--- src/rtl/serv_alu_pkg.sv ---
// Shared types and sizing helpers for the serial SERV ALU (serv_alu_seq).
package serv_alu_pkg;

   localparam int XLEN_C = 32;

   typedef enum logic [2:0] {
      OP_ADD  = 3'b000,
      OP_SUB  = 3'b001,
      OP_SLT  = 3'b010,
      OP_SLTU = 3'b011,
      OP_XOR  = 3'b100,
      OP_EQ   = 3'b101,
      OP_OR   = 3'b110,
      OP_AND  = 3'b111
   } serv_alu_op_e;

   typedef enum logic [1:0] {
      ST_IDLE = 2'd0,
      ST_RUN  = 2'd1,
      ST_FIN  = 2'd2
   } serv_alu_state_e;

   function automatic int nbeats(input int w);
      return XLEN_C / w;
   endfunction

   // Beat counter width; a single-beat build still carries a 1-bit counter.
   function automatic int cnt_w(input int w);
      return (nbeats(w) > 1) ? $clog2(nbeats(w)) : 1;
   endfunction

   function automatic logic op_is_sub(input serv_alu_op_e op);
      return (op == OP_SUB) || (op == OP_SLT) || (op == OP_SLTU);
   endfunction

endpackage

--- src/rtl/serv_alu_seq_if.sv ---
// Command/beat interface of serv_alu_seq; o_ovf exists only with SERV_ALU_OVF_EN.
interface serv_alu_seq_if #(parameter int W = 1) ();
   import serv_alu_pkg::*;

   localparam int CW = cnt_w(W);

   logic            i_start;
   serv_alu_op_e    i_op;
   logic            i_en;
   logic [W-1:0]    i_rs1;
   logic [W-1:0]    i_op_b;
   logic            o_busy;
   logic [CW-1:0]   o_cnt;
   logic [W-1:0]    o_rd;
   logic            o_done;
   logic            o_cmp;
`ifdef SERV_ALU_OVF_EN
   logic            o_ovf;

   modport master (output i_start, i_op, i_en, i_rs1, i_op_b,
                   input  o_busy, o_cnt, o_rd, o_done, o_cmp, o_ovf);
   modport slave  (input  i_start, i_op, i_en, i_rs1, i_op_b,
                   output o_busy, o_cnt, o_rd, o_done, o_cmp, o_ovf);
`else
   modport master (output i_start, i_op, i_en, i_rs1, i_op_b,
                   input  o_busy, o_cnt, o_rd, o_done, o_cmp);
   modport slave  (input  i_start, i_op, i_en, i_rs1, i_op_b,
                   output o_busy, o_cnt, o_rd, o_done, o_cmp);
`endif

endinterface

--- src/rtl/serv_alu_slice.sv ---
// Combinational W-bit ALU slice: add/subtract with carry, boolean ops, equality detect.
module serv_alu_slice #(
   parameter int W = 1
) (
   input  logic [W-1:0] i_rs1,
   input  logic [W-1:0] i_op_b,
   input  logic         i_sub,
   input  logic         i_cy,
   output logic [W-1:0] o_sum,
   output logic         o_cy,
   output logic [W-1:0] o_xor,
   output logic [W-1:0] o_or,
   output logic [W-1:0] o_and,
   output logic         o_zero
);

   logic [W-1:0] w_b;
   logic [W:0]   w_add;

   assign w_b   = i_op_b ^ {W{i_sub}};
   assign w_add = {1'b0, i_rs1} + {1'b0, w_b} + {{W{1'b0}}, i_cy};

   assign o_sum  = w_add[W-1:0];
   assign o_cy   = w_add[W];
   assign o_xor  = i_rs1 ^ i_op_b;
   assign o_or   = i_rs1 | i_op_b;
   assign o_and  = i_rs1 & i_op_b;
   assign o_zero = ~|(i_rs1 ^ i_op_b);

endmodule

--- src/rtl/serv_alu_seq.sv ---
// Self-sequenced serial ALU: beat counter, IDLE/RUN/FIN FSM, carry/equality state and
// registered compare result. Optional signed-overflow flag under SERV_ALU_OVF_EN.
module serv_alu_seq
   import serv_alu_pkg::*;
#(
   parameter int W    = 1,
   parameter int XLEN = 32
) (
   input  logic            clk,
   input  logic            i_rst,
   serv_alu_seq_if.slave   bus
);

   localparam int N  = nbeats(W);
   localparam int CW = cnt_w(W);

   generate
      if (!(W == 1 || W == 2 || W == 4 || W == 8 || W == 16 || W == 32) || XLEN != XLEN_C)
      begin : g_bad_cfg
         $error("serv_alu_seq: W must be 1/2/4/8/16/32 and XLEN must be 32");
      end
   endgenerate

   serv_alu_state_e r_state, w_state_nxt;
   serv_alu_op_e    r_op;
   logic [CW-1:0]   r_cnt;
   logic            r_cy;
   logic            r_eq;
   logic            r_cmp;

   logic            w_accept;
   logic            w_beat;
   logic            w_last;
   logic            w_sub;
   logic [W-1:0]    w_sum;
   logic [W-1:0]    w_xor;
   logic [W-1:0]    w_or;
   logic [W-1:0]    w_and;
   logic            w_cy;
   logic            w_zero;
   logic            w_rs1_sx;
   logic            w_opb_sx;
   logic            w_cmp_nxt;

   assign w_sub = op_is_sub(r_op);

   serv_alu_slice #(.W(W)) u_slice (
      .i_rs1  (bus.i_rs1),
      .i_op_b (bus.i_op_b),
      .i_sub  (w_sub),
      .i_cy   (r_cy),
      .o_sum  (w_sum),
      .o_cy   (w_cy),
      .o_xor  (w_xor),
      .o_or   (w_or),
      .o_and  (w_and),
      .o_zero (w_zero)
   );

   always_ff @(posedge clk) begin
      if (i_rst) r_state <= ST_IDLE;
      else       r_state <= w_state_nxt;
   end

   always_comb begin
      w_state_nxt = r_state;
      w_accept    = 1'b0;
      w_beat      = 1'b0;
      w_last      = 1'b0;
      case (r_state)
         ST_IDLE: begin
            if (bus.i_start) begin
               w_accept    = 1'b1;
               w_state_nxt = ST_RUN;
            end
         end
         ST_RUN: begin
            if (bus.i_en) begin
               w_beat = 1'b1;
               if (r_cnt == CW'(N - 1)) begin
                  w_last      = 1'b1;
                  w_state_nxt = ST_FIN;
               end
            end
         end
         ST_FIN: begin
            if (bus.i_start) begin
               w_accept    = 1'b1;
               w_state_nxt = ST_RUN;
            end else begin
               w_state_nxt = ST_IDLE;
            end
         end
         default: w_state_nxt = ST_IDLE;
      endcase
   end

   // The op register needs no reset: it is only looked at after an accepted start.
   always_ff @(posedge clk) begin
      if (w_accept) r_op <= bus.i_op;
   end

   always_ff @(posedge clk) begin
      if (i_rst) begin
         r_cnt <= '0;
         r_cy  <= 1'b0;
         r_eq  <= 1'b1;
      end else if (w_accept) begin
         r_cnt <= '0;
         r_cy  <= op_is_sub(bus.i_op);
         r_eq  <= 1'b1;
      end else if (w_beat) begin
         r_cnt <= w_last ? '0 : r_cnt + 1'b1;
         r_cy  <= w_cy;
         r_eq  <= r_eq & w_zero;
      end
   end

   // Compare sign of the 33-bit difference; SLTU extends both operands with zero.
   always_comb begin
      w_rs1_sx  = 1'b0;
      w_opb_sx  = 1'b0;
      w_cmp_nxt = 1'b0;
      if (r_op == OP_SLT) begin
         w_rs1_sx = bus.i_rs1[W-1];
         w_opb_sx = bus.i_op_b[W-1];
      end
      case (r_op)
         OP_SLT, OP_SLTU: w_cmp_nxt = w_rs1_sx ^ ~w_opb_sx ^ w_cy;
         OP_EQ:           w_cmp_nxt = r_eq & w_zero;
         default:         w_cmp_nxt = 1'b0;
      endcase
   end

   always_ff @(posedge clk) begin
      if (i_rst)       r_cmp <= 1'b0;
      else if (w_last) r_cmp <= w_cmp_nxt;
   end

   always_comb begin
      bus.o_rd = '0;
      if (r_state == ST_RUN && bus.i_en) begin
         case (r_op)
            OP_ADD, OP_SUB: bus.o_rd = w_sum;
            OP_XOR:         bus.o_rd = w_xor;
            OP_OR:          bus.o_rd = w_or;
            OP_AND:         bus.o_rd = w_and;
            default:        bus.o_rd = '0;
         endcase
      end
   end

   assign bus.o_busy = (r_state == ST_RUN);
   assign bus.o_done = (r_state == ST_FIN);
   assign bus.o_cnt  = r_cnt;
   assign bus.o_cmp  = r_cmp;

`ifdef SERV_ALU_OVF_EN
   logic r_ovf;
   logic w_b_msb;
   logic w_ovf_nxt;

   assign w_b_msb   = bus.i_op_b[W-1] ^ w_sub;
   assign w_ovf_nxt = ((r_op == OP_ADD) || (r_op == OP_SUB)) &
                      (bus.i_rs1[W-1] == w_b_msb) & (w_sum[W-1] != bus.i_rs1[W-1]);

   always_ff @(posedge clk) begin
      if (i_rst)       r_ovf <= 1'b0;
      else if (w_last) r_ovf <= w_ovf_nxt;
   end

   assign bus.o_ovf = r_ovf;
`endif

endmodule

--- src/flat_wrapper.sv ---
// flat-port wrapper written by rule: the top's interface ports become plain ports
module serv_alu_seq_flat import serv_alu_pkg::*;
#(
   parameter int W    = 1,
   parameter int XLEN = 32
)
  (clk, i_rst, bus_i_start, bus_i_op, bus_i_en, bus_i_rs1, bus_i_op_b, bus_o_busy, bus_o_cnt, bus_o_rd, bus_o_done, bus_o_cmp);
  serv_alu_seq_if #(.W(W)) bus_i ();
  input  logic clk;
  input  logic i_rst;
  input wire logic [$bits(bus_i.i_start)-1:0] bus_i_start;
  input wire logic [$bits(bus_i.i_op)-1:0] bus_i_op;
  input wire logic [$bits(bus_i.i_en)-1:0] bus_i_en;
  input wire logic [$bits(bus_i.i_rs1)-1:0] bus_i_rs1;
  input wire logic [$bits(bus_i.i_op_b)-1:0] bus_i_op_b;
  output wire logic [$bits(bus_i.o_busy)-1:0] bus_o_busy;
  output wire logic [$bits(bus_i.o_cnt)-1:0] bus_o_cnt;
  output wire logic [$bits(bus_i.o_rd)-1:0] bus_o_rd;
  output wire logic [$bits(bus_i.o_done)-1:0] bus_o_done;
  output wire logic [$bits(bus_i.o_cmp)-1:0] bus_o_cmp;
  assign bus_i.i_start = bus_i_start;
  assign bus_i.i_op = bus_i_op;
  assign bus_i.i_en = bus_i_en;
  assign bus_i.i_rs1 = bus_i_rs1;
  assign bus_i.i_op_b = bus_i_op_b;
  assign bus_o_busy = bus_i.o_busy;
  assign bus_o_cnt = bus_i.o_cnt;
  assign bus_o_rd = bus_i.o_rd;
  assign bus_o_done = bus_i.o_done;
  assign bus_o_cmp = bus_i.o_cmp;
  serv_alu_seq #(.W(W), .XLEN(XLEN)) u_core (.clk(clk), .i_rst(i_rst), .bus(bus_i));
endmodule
--- config.mk ---
export PLATFORM = sky130hd
export DESIGN_NAME = serv_alu_seq_flat
export DESIGN_NICKNAME = d
export VERILOG_FILES = /design/src/rtl/serv_alu_pkg.sv /design/src/rtl/serv_alu_seq_if.sv /design/src/rtl/serv_alu_slice.sv /design/src/rtl/serv_alu_seq.sv /design/src/flat_wrapper.sv
export SDC_FILE = /design/constraint.sdc
export NUM_CORES = 1
export LEC_CHECK = 0
export BUFFER_PORTS_ARGS = -buffer_cell sky130_fd_sc_hd__buf_2
export CELL_PAD_IN_SITES_DETAIL_PLACEMENT = 0
export CELL_PAD_IN_SITES_GLOBAL_PLACEMENT = 2
export CORE_MARGIN = 2
export CORE_UTILIZATION = 31
export CTS_BUF_LIST = sky130_fd_sc_hd__clkbuf_2
export DETAILED_ROUTE_END_ITERATION = 12
export GPL_TIMING_DRIVEN = 1
export HOLD_SLACK_MARGIN = 0.12
export PLACE_DENSITY = 0.81
export SYNTH_ARGS = -nofsm -noshare
export SYNTH_HDL_FRONTEND = slang
export SYNTH_SLANG_ARGS = --single-unit
--- constraint.sdc ---
create_clock -name clk -period 2.3 [get_ports clk]
set_input_delay 0.46 -clock clk [delete_from_list [all_inputs] [get_ports clk]]
set_output_delay 0.46 -clock clk [all_outputs]
set_load 0.01 [all_outputs]
==> results summary <==
IR analysis of the VDD net gives a maximum drop of between 0.0002 and 0.0003 V. The adder and majority cell fraction of the synthesized area came out at under 10%. In this run the vertical extent of the chip is just over 50 um. The count of different cell masters after synthesis is 32.

The wire-length estimate of the detail-placed layout is 1.07 mm. The largest individual stage delay along the critical path comes from the cell fa_1. The flow ran to the end, but the final reports show violations. The starting density of the core came out at 32.4%. The TritonCTS clock tree is built. The filler cell count in the final layout came out at 217. The share of the synthesized area in compound gates (AO/OA/AOI/OAI) came out at between 10% and 20%. The library cell used most frequently in the layout, excluding fill and tap cells, is buf_2. The highest cell delay on the worst timing path is 0.48 ns.

The post-synthesis average cell area is 8.88 sq um. The library cells used most frequently in the layout, excluding fill and tap cells, are 17 x buf_2, 10 x dfxtp_1, 9 x nor2_1, 9 x nand2_1, 7 x a21oi_1. The final reports fail on setup timing. After clock tree synthesis, the clock-pin slew on the worst setup and hold paths is 0.12 ns.

The clock network latency to the later pin of the worst-skew pair came out at 0.26 ns. Based on the critical path, the design can be clocked at up to 419 MHz. The wire length after detailed routing came out at 1.39 mm. The cell count after synthesis came out at 80. The share of the clock period used by the worst path came out at 104%. The cell row count is 17. Clock tree synthesis selected as its root buffer the cell clkbuf_2.

The worst setup path is captured at an output pin. Pin placement for this block handled 18 I/O pins. The final hold violation count is 0. The width of the die is just over 50 um. The signal on the critical path passes through nor2_2 -> nor2_1 -> xnor2_1 -> fa_1 -> a22oi_1 -> a311oi_1 -> buf_2. Setup repair after global routing could not meet its margin everywhere. The number of detailed-routing iterations run before antenna repair came out at 4. The fraction of registers with async set/reset came out at 0%.

Counting every net in the synthesized netlist gives 94. The initial DRC count came out at 3. The register bit count reported by yosys came out at 13.

The share of cells above drive strength 1 is about 28%. The Yosys step of the flow raised 0 warnings. The ratio of total power to cell area is 497 mW/mm^2.

Summing all multi-input logic gate instances after layout gives 403 sq um. The final critical-path setup slack came out at -0.0876 ns. The number of buffers between clock root and the deepest sink came out at 2. The largest net degree at the start of global routing came out at 11. The share of the synthesized netlist area taken by xor and xnor gates is 2.46%. The largest family of logic cells by synthesized area is simple AND/OR/NAND/NOR gates. The signal arrival time at the worst endpoint came out at 1.93 ns. The via density per instance is 4.74. The finished layout holds between 100 and 150 standard cells, fillers aside. The number of pins with negative max-slew slack in the final report is 0.

The total vias in the final route came out at 626. The number of antenna repair diodes is 0. The max capacitance violation total is 0. The clock drives 13 sinks. The setup-violating endpoint count in the final report is 1.

The area added between synthesis and finish came out at 24.6%. The number of flops mapped to enable cells by yosys came out at 3. The number of cells in the design after placement is approximately 120.

The total number of H-tree levels came out at 1. After the last flow step, the layout net total stands at 119. The post-synthesis mux area share is 1.58%.

The actual slew at the worst max-slew pin is 0.468 ns. The number of port buffers came out at 17. Routability-driven placement finished with a final weighted congestion of 0.780. The area used by sequential logic in the layout is a little under 300 sq um.

Along the worst path, the maximum fanout reaches 2. Data on the critical path is required at its endpoint by 1.84 ns. The post-synthesis instance area is 711 sq um. For this run, the total global-route usage over all layers was measured as between 10% and 20%. The via count of the first global-routing pass is roughly 530. The worst hold slack came out at around 0.39 ns. Dividing the detail-routed wire length by the instance count gives roughly 11 um. The initial antenna violation count came out at 0.

The portion of the post-synthesis area used by sequential elements came out at 40.8%. The critical path startpoint category is a flop. The count of hold buffers inserted by post-cts repair is 0. The share of synthesized cell area in and, or, nand and nor gates is 28.0%. The clock period minus final worst setup slack is 2.39 ns. In the synthesized netlist the dominant register cell turns out to be dfxtp_1.

In the routed design, unresolved DRC markers number 0. The final instance area came out at 886 sq um. The core area is 0.00219 sq mm.

The wire length of the first global-routing pass came out at 2.30 mm. The worst slew slack as a fraction of its limit is around 70%. The total die area came out at 0.00269 sq mm. The reported leakage power came out at 0.000401 uW. The TritonCTS buffer count came out at 3. The number of routed nets with antenna violations is 0. The worst setup path is of the reg -> out kind. Summing all placed instances gives a cell area of 833 sq um. The final clock skew is ~0.0095 ns. The total overflow left after global routing is 0. The path class of the lowest-slack min-delay path is in -> reg.
[critical path, delay by kind of cell, from the launching register on]
| kind | cells | cell delay (ns) |
|---|---|---|
| flip-flops | 1 | 0.42 |
| AND/OR/NAND/NOR | 2 | 0.21 |
| AO/OA/AOI/OAI | 2 | 0.25 |
| buffers and inverters | 1 | 0.17 |
| adder cells (fa/ha/maj) | 1 | 0.48 |
| XOR/XNOR | 1 | 0.14 |
[cell families (layout without fill, tap and decap cells)]
| logic type | count (synthesis) | in the layout |
|---|---|---|
| and+or+nand+nor | 36 | 36 |
| muxes | 1 | 1 |
| DFF | 13 | 13 |
| xor gates and xnor gates | 2 | 2 |
| buffers and inverters | 5 | 29 |
| adders and majority gates | 5 | 5 |
| AOI/OAI and AO/OA | 18 | 18 |
[sequential cells by signal (all words and copies together), names as in the netlist]
| name | count |
|---|---|
| u_core.bus.o_cmp | 1 |
| u_core.bus.o_cnt | 5 |
| u_core.r_cy | 1 |
| u_core.r_eq | 1 |
| u_core.r_op | 3 |
| u_core.r_state | 2 |
[metal layers]
metal | vias to the layer above | wire length, um | global-route usage, % | share of wire, %
li1 | 330 | - | - | -
met1 | 282 | 676 | 15.9 | 49
met2 | 12 | 642 | 17.1 | 46
met3 | 2 | 56 | 4.31 | 4.0
met4 | 0 | 10 | 3.95 | 0.72
met5 | - | 0 | 0 | 0
[per-stage QoR]
stage	utilization, %	setup TNS [ns]	power (uW)	worst slack (ns)
floorplan	-	0	297	0.215
global placement	38.0	0	322	0.185
detailed placement	38.0	0	323	0.143
CTS	39.4	-0.110	444	-0.110
global route	40.4	-0.196	469	-0.196
finish	40.4	-0.0876	441	-0.0876
[Yosys cell counts, types with 2 or more instances]
cell type / number / area share, %
a21oi_1: 7 / 4.9
clkbuf_1: 2 / 1.1
dfxtp_1: 10 / 28
edfxtp_1: 3 / 13
ha_1: 4 / 7.0
inv_1: 2 / 1.1
nand2_1: 9 / 4.8
nand3b_1: 2 / 2.1
nor2_1: 10 / 5.3
nor2b_1: 3 / 2.6
nor3_1: 2 / 1.4
o21ai_0: 5 / 3.5
xnor2_1: 2 / 2.5
[final timing paths]
| check | cells after the start | slack (ns) | end | from |
|---|---|---|---|---|
| worst max-delay path | 7 | -0.09 | bus_o_rd | u_core.r_op[1]$_DFFE_PP_ |
| worst min-delay path | 1 | 0.39 | u_core.r_op[0]$_DFFE_PP_ | bus_i_op[0] |
| worst max register to register | 5 | 0.49 | u_core.bus.o_cnt[3]$_SDFFE_PP0P_ | u_core.bus.o_cnt[0]$_SDFFE_PP0P_ |
| worst min register to register | 1 | 0.46 | u_core.r_eq$_SDFFE_PP1P_ | u_core.r_eq$_SDFFE_PP1P_ |
[area by class of cell]
type / instances / area share (%)
Tap cell: 28 / 3.95
Timing Repair Buffer: 23 / 14.7
Inverter: 2 / 0.847
Multi-Input combinational cell: 62 / 45.5
Clock buffer: 4 / 2.26
Sequential cell: 13 / 32.8
[report_power, final]
part / total (uW) / internal, uW / switching, uW
clock network: 117 / 46.2 / 71.0
registers: 250 / 242 / 7.75
logic: 73.6 / 35.2 / 38.3
total: 441 / 323 / 117
[repair_timing]
| action | CTS | global route |
|---|---|---|
| buffers inserted | 1 | 3 |
| setup endpoints to repair | 1 | 1 |
| pin swaps | 1 | 1 |
| resized for setup | 1 | 0 |
| gates cloned | 0 | 0 |
(Power assumes the default switching activity.)
